`src/rtl/iref_refresh_pkg.sv`:
```
//==============================================================================
// Module   : iref_refresh_pkg
// Brief    : Register map, CTRL bit positions and FSM state codes for iref_refresh
// Revision : 1.0 - initial release
//==============================================================================
`default_nettype none
`timescale 1ns/1ps

package iref_refresh_pkg;

    localparam int IREF_REFRESH_CTRL     = 0;
    localparam int IREF_REFRESH_SETTLE   = 1;
    localparam int IREF_REFRESH_CHARGE_W = 2;
    localparam int IREF_REFRESH_PERIOD   = 3;
    localparam int IREF_REFRESH_STATUS   = 4;

    localparam int CTRL_EN_BIT    = 0;
    localparam int CTRL_FORCE_BIT = 1;

    // State codes double as the STATUS[1:0] readback value
    localparam logic [1:0] ST_OFF    = 2'd0;
    localparam logic [1:0] ST_SETTLE = 2'd1;
    localparam logic [1:0] ST_CHARGE = 2'd2;
    localparam logic [1:0] ST_HOLD   = 2'd3;

endpackage

`default_nettype wire

```
`src/rtl/iref_refresh_cnt.sv`:
```
//==============================================================================
// Module   : iref_refresh_cnt
// Brief    : Loadable down-counter; done when the count is 1 or was loaded as 0
// Revision : 1.0 - initial release
//==============================================================================
`default_nettype none
`timescale 1ns/1ps

module iref_refresh_cnt #(
    parameter int CNT_W = 16
) (
    input  logic             clk,
    input  logic             rst,
    input  logic             load,
    input  logic [CNT_W-1:0] load_val,
    output logic [CNT_W-1:0] value,
    output logic             done
);

    logic [CNT_W-1:0] r_cnt;

    always_ff @(posedge clk) begin
        if (rst) begin
            r_cnt <= '0;
        end else if (load) begin
            r_cnt <= load_val;
        end else if (r_cnt > CNT_W'(1)) begin
            r_cnt <= r_cnt - CNT_W'(1);
        end
    end

    assign value = r_cnt;
    assign done  = (r_cnt <= CNT_W'(1));

endmodule

`default_nettype wire

```
`src/rtl/iref_refresh.sv`:
```
//==============================================================================
// Module   : iref_refresh
// Brief    : Current-reference power-up / periodic charge sequencer on CPU bus
// Revision : 1.0 - initial release
//==============================================================================
`default_nettype none
`timescale 1ns/1ps

module iref_refresh
    import iref_refresh_pkg::*;
#(
    parameter int ADDR_W = 3,
    parameter int DATA_W = 32,
    parameter int CNT_W  = 16
) (
    input  logic              clk,
    input  logic              rst,
    input  logic              valid,
    input  logic [ADDR_W-1:0] address,
    input  logic [DATA_W-1:0] wdata,
    input  logic              wstrb,
    output logic [DATA_W-1:0] rdata,
    output logic              ready,
    output logic              pd,
    output logic              charge,
    output logic              busy
);

    logic              r_en;
    logic [CNT_W-1:0]  r_settle, r_charge_w, r_period;
    logic [7:0]        r_refresh_cnt;
    logic [1:0]        r_state;
    logic              r_ready, r_pd, r_charge, r_busy;
    logic [DATA_W-1:0] r_rdata;

    logic              w_wr, w_ctrl_wr, w_en_nxt, w_force;
    logic [1:0]        w_state_nxt;
    logic              w_load, w_cnt_done;
    logic [CNT_W-1:0]  w_load_val, w_cnt_value;
    logic [DATA_W-1:0] w_rdata;
    logic              w_unused;

    assign w_wr      = valid && wstrb;
    assign w_ctrl_wr = w_wr && (address == ADDR_W'(IREF_REFRESH_CTRL));
    // The FSM reacts to a CTRL write at the same edge that stores it
    assign w_en_nxt  = w_ctrl_wr ? wdata[CTRL_EN_BIT] : r_en;
    assign w_force   = w_ctrl_wr && wdata[CTRL_FORCE_BIT];

    always_comb begin
        w_state_nxt = r_state;
        case (r_state)
            ST_OFF:    if (w_en_nxt) w_state_nxt = ST_SETTLE;
            ST_SETTLE: if (!w_en_nxt) w_state_nxt = ST_OFF;
                       else if (w_cnt_done) w_state_nxt = ST_CHARGE;
            ST_CHARGE: if (!w_en_nxt) w_state_nxt = ST_OFF;
                       else if (w_cnt_done) w_state_nxt = ST_HOLD;
            ST_HOLD:   if (!w_en_nxt) w_state_nxt = ST_OFF;
                       else if (w_cnt_done || w_force) w_state_nxt = ST_CHARGE;
            default:   w_state_nxt = ST_OFF;
        endcase
    end

    // Every transition changes state, so a state change marks a counter load
    assign w_load = (w_state_nxt != r_state);

    always_comb begin
        case (w_state_nxt)
            ST_SETTLE: w_load_val = r_settle;
            ST_HOLD:   w_load_val = r_period;
            default:   w_load_val = r_charge_w;
        endcase
    end

    iref_refresh_cnt #(.CNT_W(CNT_W)) u_cnt (
        .clk      (clk),
        .rst      (rst),
        .load     (w_load),
        .load_val (w_load_val),
        .value    (w_cnt_value),
        .done     (w_cnt_done)
    );

    always_comb begin
        w_rdata = '0;
        case (int'(address))
            IREF_REFRESH_CTRL:     w_rdata[CTRL_EN_BIT] = r_en;
            IREF_REFRESH_SETTLE:   w_rdata[CNT_W-1:0]   = r_settle;
            IREF_REFRESH_CHARGE_W: w_rdata[CNT_W-1:0]   = r_charge_w;
            IREF_REFRESH_PERIOD:   w_rdata[CNT_W-1:0]   = r_period;
            IREF_REFRESH_STATUS: begin
                w_rdata[1:0]  = r_state;
                w_rdata[15:8] = r_refresh_cnt;
            end
            default:               w_rdata = '0;
        endcase
    end

    always_ff @(posedge clk) begin
        if (rst) begin
            r_ready    <= 1'b0;
            r_rdata    <= '0;
            r_en       <= 1'b0;
            r_settle   <= '0;
            r_charge_w <= '0;
            r_period   <= '0;
        end else begin
            r_ready <= valid;
            r_rdata <= (valid && !wstrb) ? w_rdata : '0;
            if (w_wr) begin
                case (int'(address))
                    IREF_REFRESH_CTRL:     r_en       <= wdata[CTRL_EN_BIT];
                    IREF_REFRESH_SETTLE:   r_settle   <= wdata[CNT_W-1:0];
                    IREF_REFRESH_CHARGE_W: r_charge_w <= wdata[CNT_W-1:0];
                    IREF_REFRESH_PERIOD:   r_period   <= wdata[CNT_W-1:0];
                    default: ;
                endcase
            end
        end
    end

    always_ff @(posedge clk) begin
        if (rst) begin
            r_state       <= ST_OFF;
            r_refresh_cnt <= 8'd0;
            r_pd          <= 1'b1;
            r_charge      <= 1'b0;
            r_busy        <= 1'b0;
        end else begin
            r_state  <= w_state_nxt;
            r_pd     <= (w_state_nxt == ST_OFF);
            r_charge <= (w_state_nxt == ST_CHARGE);
            r_busy   <= (w_state_nxt != ST_OFF);
            if (r_state == ST_CHARGE && w_state_nxt == ST_HOLD)
                r_refresh_cnt <= r_refresh_cnt + 8'd1;
        end
    end

    assign rdata    = r_rdata;
    assign ready    = r_ready;
    assign pd       = r_pd;
    assign charge   = r_charge;
    assign busy     = r_busy;
    assign w_unused = ^{wdata[DATA_W-1:CNT_W], w_cnt_value};

endmodule

`default_nettype wire

```
`config.mk`:
```
export PLATFORM = sky130hd
export DESIGN_NAME = iref_refresh
export DESIGN_NICKNAME = d
export VERILOG_FILES = /design/src/rtl/iref_refresh_pkg.sv /design/src/rtl/iref_refresh_cnt.sv /design/src/rtl/iref_refresh.sv
export SDC_FILE = /design/constraint.sdc
export NUM_CORES = 1
export LEC_CHECK = 0
export ABC_AREA = 1
export CORE_UTILIZATION = 45
export DETAILED_ROUTE_END_ITERATION = 10
export PLACE_DENSITY_LB_ADDON = 0.25
export SYNTH_ARGS = -nofsm -noshare
export SYNTH_HDL_FRONTEND = slang
export SYNTH_SLANG_ARGS = --single-unit
```
`constraint.sdc`:
```
create_clock -name clk -period 2.51 [get_ports clk]
set_input_delay 0.251 -clock clk [delete_from_list [all_inputs] [get_ports clk]]
set_output_delay 0.251 -clock clk [all_outputs]
set_load 0.02 [all_outputs]
```
==> results.md, run 1 <==
* Status: finished clean
* Detailed placement HPWL at 8596 um
* Area leader, netlist: dfxtp_1
* CORE AREA at 9819 um^2
* Post-synth EDFFs at 0
* Switching Fraction at 35.88%
* FF-to-FF setup slack at 0.27 ns
* Final ANT Viol Nets at 0
* CTS sink count at 95
* Final GP Congestion at 0.8400
* Switching Power at 0.001434 W
* Most frequent cells in the layout: 120 x nand2_1, 103 x nor2_1, 95 x dfxtp_1
* Routed wire length at 12,390 um
* Cells after DPL at 816
* IR Drop Worst-Case VDD at 297.7 uV
* Skew-Pair Late Insertion Delay at 0.38 ns
* Area Growth Syn to Fin at 17.30%
* GRT met3 Usage at 5.153%
* CP Capture Type: flip-flop
* Cell internal pwr at 0.002562 W
* Hold Crit Start: valid
* RR Startpoint: u_cnt.value[0]
* Reg power frac at 43.2%
* Startpoint Class: flip-flop
* Total grt overflow at 0
* Leak at 2.195 nW
* Post-synth top area share at 41.41%
* Initial antenna violation count at 0
* CP arrival at 2.52 ns
* Min cycle time layout at 2.235 ns
* Most used routing layer: met2
* CTS Hold Buffers Added at 0
* Yosys warns at 0
* Combinational power share at 31.7%
* Asr flop ratio synth at 0%
* Final hold vios at 0
* Vias in the first global route at 4,077
* Sequential share of the synthesized area at 41.41%
* R2R cell count at 14
* Yosys reg bits at 95
* Fillers at 989
* Post-Syn Area at 4593 um^2
* Final period utilization at 89.06%
* TNS Setup at 0 ns
* CTS H-tree depth at 3
* Max-slew violation count at 0
* Row count at 36
* DRC at 0
* First-pass GRT wire length at 20,070 um
* Diodes inserted at 0
* Mapped Cells at 646
* Clock Skew at 0.005532 ns
* Max-slew headroom at 48.34%
* Cell Pwr Density at 741.7 nW/um^2
* Commonest non-fill, non-tap cell in the layout: nand2_1
* Die Width at 103.0 um
* Port Buffers at 42
* Vias/cell at 5.227
* Share of cells above drive strength 1 at 9.871%
* Ranking of synthesized cells by area: dfxtp_1 41%, nand2_1 9.8%, nor2_1 8.4%
* Clock Power Share at 25.1%
* Worst path max stage delay at 0.34 ns
* Initial Utilization at 46.78%
* Count of cell types in the netlist at 37
* CP required at 2.79 ns
* Gr usage total at 25.22%
* Vias at 4,349
* TritonCTS clock tree: done
* Crit-path max FO at 20
* Max_cap viols at 0
* Final worst slack at 0.2747 ns
* Clk slew on worst S/H paths at 0.09 ns
* Fin cells at 832
* Die H at 103.0 um
* CP most frequent cell: nand2_1
* Root Driver: clkbuf_8
* Hold Path Class: in2reg
* DR WL/cell at 14.89 um
* Worst R2R End: u_cnt.value[7]
* Hold Path Cell Cnt at 3
* RSZ-0062 raised after global routing: false
* Initial DRC count at 313
* Final nets at 736
* Boundary Pins at 75
* Final setup viols at 0
* Maximum clock insertion buffer count at 2
* DP Worst Slack at 0.05851 ns
* Least-Margin Pin Slew at 0.7741 ns
* CP max stage cell: dfxtp_1
* Routing usage on met1 at 31.54%
* Pre-antenna DRT Iters at 6
* Die area at 10,620 um^2
* Worst path cell trace: inv_1 > ha_2 > o21ai_0 > nor2_2 > nand2_4 > nand2_1 > nand2_1 > nand2_4 > nand2_1 > nand2_2 > buf_12 > nand4_1 > nand2_1 > nor2_1
* Dominant synthesized flop cell: dfxtp_1
* CTS Buf Count at 9
* Setup CP Type: reg2reg
* Synth Area per Inst at 7.110 um^2
* Hold EP: ready
* Maximum clock rate at 0.4474 GHz
* Largest net degree at the start of global routing at 56
* Met2 usage at 42.67%
==> cell families (layout without fill, tap and decap cells) <==
kind of cell | count (synthesis) | in the layout | share of synthesized area (%)
xor+xnor | 11 | 11 | 2.097
other cells | 1 | 16 | 0.08164
fa+ha+maj | 3 | 3 | 0.8173
buf+inv | 108 | 146 | 10.98
simple gates | 300 | 300 | 28.88
compound gates | 128 | 128 | 15.75
flops | 95 | 95 | 41.41
==> state kept, by name, indices dropped and copies added (netlist names) <==
signal,cells
r_refresh_cnt,8
rdata,16
r_settle,16
busy,1
r_state,2
u_cnt.value,16
charge,1
r_period,16
r_charge_w,16
r_en,1
pd,1
ready,1
==> layout make-up <==
cell class                      count  area [um^2]  area share, %
Sequential cell                    95         1902          35.30
Multi-Input combinational cell    458         2251          41.78
Clock buffer                       10        127.6          2.369
Timing Repair Buffer               63        628.1          11.66
Clock inverter                      6        61.31          1.138
Inverter                           67        251.5          4.668
Tap cell                          133        166.4          3.089
==> worst max-delay path: cells and delay by family, from the launching register on <==
kind,cells,cell delay (ns)
AOI/OAI and AO/OA,1,0.10
adders and majority gates,1,0.21
buffers and inverters,2,0.28
DFF,1,0.34
and+or+nand+nor,10,1.19
==> worst max-delay path by stage <==
| stage | from | endpoint | slack [ns] |
|---|---|---|---|
| after CTS | u_cnt.value[0] | u_cnt.value[12] | 0.23 |
| after global routing | u_cnt.value[0] | u_cnt.value[12] | 0.03 |
| after detailed placement | wstrb | u_cnt.value[12] | 0.06 |
| final | u_cnt.value[0] | u_cnt.value[7] | 0.27 |
| after floorplan | u_cnt.value[0] | u_cnt.value[13] | 0.66 |
| after global placement | wstrb | u_cnt.value[7] | 0.13 |
==> cell usage after synthesis, types with 6 or more instances <==
| cell type | instances |
|---|---|
| a221oi_1 | 10 |
| buf_4 | 16 |
| nor2_2 | 8 |
| xor2_1 | 6 |
| nor3_1 | 14 |
| o22ai_1 | 6 |
| nor2_1 | 103 |
| nand4_1 | 14 |
| nand2_2 | 11 |
| dfxtp_1 | 95 |
| nand2_1 | 120 |
| o21ai_0 | 64 |
| inv_1 | 62 |
| nand3_1 | 21 |
| a21oi_1 | 37 |
| clkbuf_1 | 14 |
| buf_2 | 6 |
==> power by group through the flow <==
stage	combinational [W]	clock, W	sequential, W
2_1_floorplan	0.000996	0	0.00174
3_3_place_gp	0.00124	0	0.00175
3_5_place_dp	0.00125	0	0.00176
4_1_cts	0.00126	0.00102	0.00172
5_1_grt	0.00146	0.00108	0.00174
6_report	0.00127	0.00100	0.00172
==> metrics by stage <==
stage | power, W | cell area, um^2 | hold slack, ns | utilization, %
final | 0.003996 | 5388 | 0.4463 | 54.87
after global routing | 0.004280 | 5388 | 0.4422 | 54.87
after CTS | 0.004003 | 5380 | 0.4347 | 54.79
after detailed placement | 0.003007 | 5191 | 0.4580 | 52.87
after global placement | 0.002991 | 5191 | 0.4501 | 52.87
after floorplan | 0.002736 | 4649 | 0.3756 | -
==> layer usage <==
layer	vias up	share of wire (%)
li1	2159	-
met1	2000	44
met2	171	48
met3	19	6.7
met4	0	1.9
met5	-	0
==> timing repair <==
action / in CTS / in global routing
setup buffers: 0 / 0
gates resized for setup: 0 / 2
setup endpoints to repair: 0 / 3
Power figures use the tool's default switching activity.
==> run 2, diff against run 1 <==
--- a/config.mk
+++ b/config.mk
@@ -9,6 +9,7 @@
 export CORE_UTILIZATION = 45
 export DETAILED_ROUTE_END_ITERATION = 10
 export PLACE_DENSITY_LB_ADDON = 0.25
+export SKIP_LAST_GASP = 1
 export SYNTH_ARGS = -nofsm -noshare
 export SYNTH_HDL_FRONTEND = slang
 export SYNTH_SLANG_ARGS = --single-unit
==> results of run 2 <==
The final DEF is identical to that of run 1; final timing and power are the same.
==> run 3, diff against run 2 <==
--- a/config.mk
+++ b/config.mk
@@ -6,9 +6,10 @@
 export NUM_CORES = 1
 export LEC_CHECK = 0
 export ABC_AREA = 1
-export CORE_UTILIZATION = 45
+export CORE_UTILIZATION = 53
 export DETAILED_ROUTE_END_ITERATION = 10
 export PLACE_DENSITY_LB_ADDON = 0.25
+export REMOVE_ABC_BUFFERS = 1
 export SKIP_LAST_GASP = 1
 export SYNTH_ARGS = -nofsm -noshare
 export SYNTH_HDL_FRONTEND = slang
==> results.md, run 3 (synthesis results as in run 1) <==
* Status: finished clean
* Commonest non-fill, non-tap cell in the layout: nand2_1
* Final period utilization at 92.10% (+3.0 points)
* CP Capture Type: flip-flop
* Largest net degree at the start of global routing at 27 (-52%)
* Least-Margin Pin Slew at 0.7435 ns (-0.03057 ns)
* Top Metal Used: met4
* CORE AREA at 8299 um^2 (-15%)
* Hold Path Class: in2reg
* Startpoint Class: flip-flop
* Boundary Pins at 75 (unchanged)
* CTS Buf Count at 9 (unchanged)
* CP arrival at 2.61 ns (+0.09 ns)
* Clock Skew at 0.006442 ns (+0.0009102 ns)
* Vias/cell at 5.487 (+5.0%)
* RSZ-0062 raised after global routing: false
* DRC at 0 (unchanged)
* Die Width at 95.10 um (-7.7%)
* TNS Setup at 0 ns (unchanged)
* Max-slew headroom at 50.38% (+2.0 points)
* Metal2 WL at 5581 um (-5.5%)
* Row count at 33 (-8.3%)
* Share of cells above drive strength 1 at 9.078% (-0.79 points)
* Detailed placement HPWL at 8497 um (-1.1%)
* Clk slew on worst S/H paths at 0.09 ns (about the same)
* Final worst slack at 0.1982 ns (-0.07642 ns)
* Final ANT Viol Nets at 0 (unchanged)
* Initial DRC count at 405 (+29%)
* Diodes inserted at 0 (unchanged)
* WL met3 at 1027 um (+23%)
* CTS H-tree depth at 3 (unchanged)
* Leak at 2.151 nW (-2.0%)
* Core Util, Final at 63.44% (+8.6 points)
* Port Buffers at 42 (unchanged)
* Area Growth Syn to Fin at 14.63%
* Root Driver: clkbuf_8
* Vias at 4,384 (+0.80%)
* Final setup viols at 0 (unchanged)
* Die area at 9043 um^2 (-15%)
* Min cycle time layout at 2.312 ns (+0.07642 ns)
* Final hold vios at 0 (unchanged)
* Max-slew violation count at 0 (unchanged)
* Post-cts sizing count at 0 (unchanged)
* Die H at 95.10 um (-7.7%)
* Maximum clock insertion buffer count at 2 (unchanged)
* CTS sink count at 95 (unchanged)
* CTS Hold Buffers Added at 0 (unchanged)
* Initial antenna violation count at 0 (unchanged)
* Gr usage total at 28.37% (+3.2 points)
* Initial Utilization at 55.34% (+8.6 points)
* Crit-path max FO at 16 (-20%)
* IR Drop Worst-Case VDD at 303.9 uV (+2.1%)
* Cells after DPL at 783 (-4.0%)
* First-pass GRT wire length at 19,530 um (-2.7%)
* TritonCTS clock tree: done
* Routed wire length at 11,970 um (-3.4%)
* Final nets at 731 (-0.68%)
* Most frequent cells in the layout: 120 x nand2_1, 103 x nor2_1, 95 x dfxtp_1
* CP required at 2.81 ns (+0.02 ns)
* DP Worst Slack at 0.009417 ns (-0.04909 ns)
* Final GP Congestion at 0.9135 (+8.8%)
* Max_cap viols at 0 (unchanged)
* Maximum clock rate at 0.4326 GHz (-3.3%)
* Setup CP Type: reg2reg
* Vias in the first global route at 4,081 (+0.098%)
* # Post-CTS Setup Buffers at 0 (unchanged)
* Routed met1 length at 5083 um (-6.1%)
* Total grt overflow at 0 (unchanged)
* DR WL/cell at 14.98 um (+0.63%)
* Skew-Pair Late Insertion Delay at 0.36 ns (-0.02 ns)
* Cell Pwr Density at 748.3 nW/um^2 (+0.89%)
* Fin cells at 799 (-4.0%)
* Pre-antenna DRT Iters at 5 (-1)
-- run 3: where the power goes --
part / internal [W] / switching (W) / total (W)
clock network: 0.000417 / 0.000541 / 0.000958
registers: 0.00162 / 0.000103 / 0.00173
logic: 0.000471 / 0.000783 / 0.00125
-- run 3: worst paths after layout --
kind	depth (start not counted)	from	slack, ns	endpoint
worst min-delay path	3	valid	0.47	ready
worst min register to register	2	r_settle[2]	0.47	r_settle[2]
worst max register to register	14	u_cnt.value[0]	0.20	u_cnt.value[14]
worst max-delay path	14	u_cnt.value[0]	0.20	u_cnt.value[14]
-- run 3: cell type report --
type,instances,area (um^2)
fill,730,3034
multi-input combinational,458,2243
sequential,95,1902
timing repair buffer,58,553.0
inverter,67,251.5
clock buffer,12,155.1
tap,105,131.4
clock inverter,4,28.78
-- run 3: critical path, stage by stage (launching register included) --
cell and delay, ns:
dfxtp_1 0.37, inv_1 0.08, ha_1 0.25, o21ai_0 0.22, nor2_2 0.09, nand2_4 0.13
nand2_1 0.08, nand2_1 0.07, nand2_2 0.06, buf_4 0.16, nor2_8 0.29, nand2_1 0.09
nand3_1 0.13, nand2_1 0.10, a21oi_1 0.12
-- run 3: routing by layer --
metal | vias to the layer above | track usage (%)
li1 | 2153 | -
met1 | 2000 | 36.24
met2 | 203 | 46.07
met3 | 28 | 6.459
met4 | 0 | 11.49
met5 | - | 0
-- run 3: stage by stage --
| step | cell area (um^2) | hold slack, ns | total power (W) |
|---|---|---|---|
| 2_1_floorplan | 4397 | 0.3201 | 0.002699 |
| 3_3_place_gp | 5081 | 0.4504 | 0.002966 |
| 3_5_place_dp | 5081 | 0.4599 | 0.003004 |
| 4_1_cts | 5265 | 0.4576 | 0.003955 |
| 5_1_grt | 5265 | 0.4716 | 0.004225 |
| 6_report | 5265 | 0.4659 | 0.003940 |
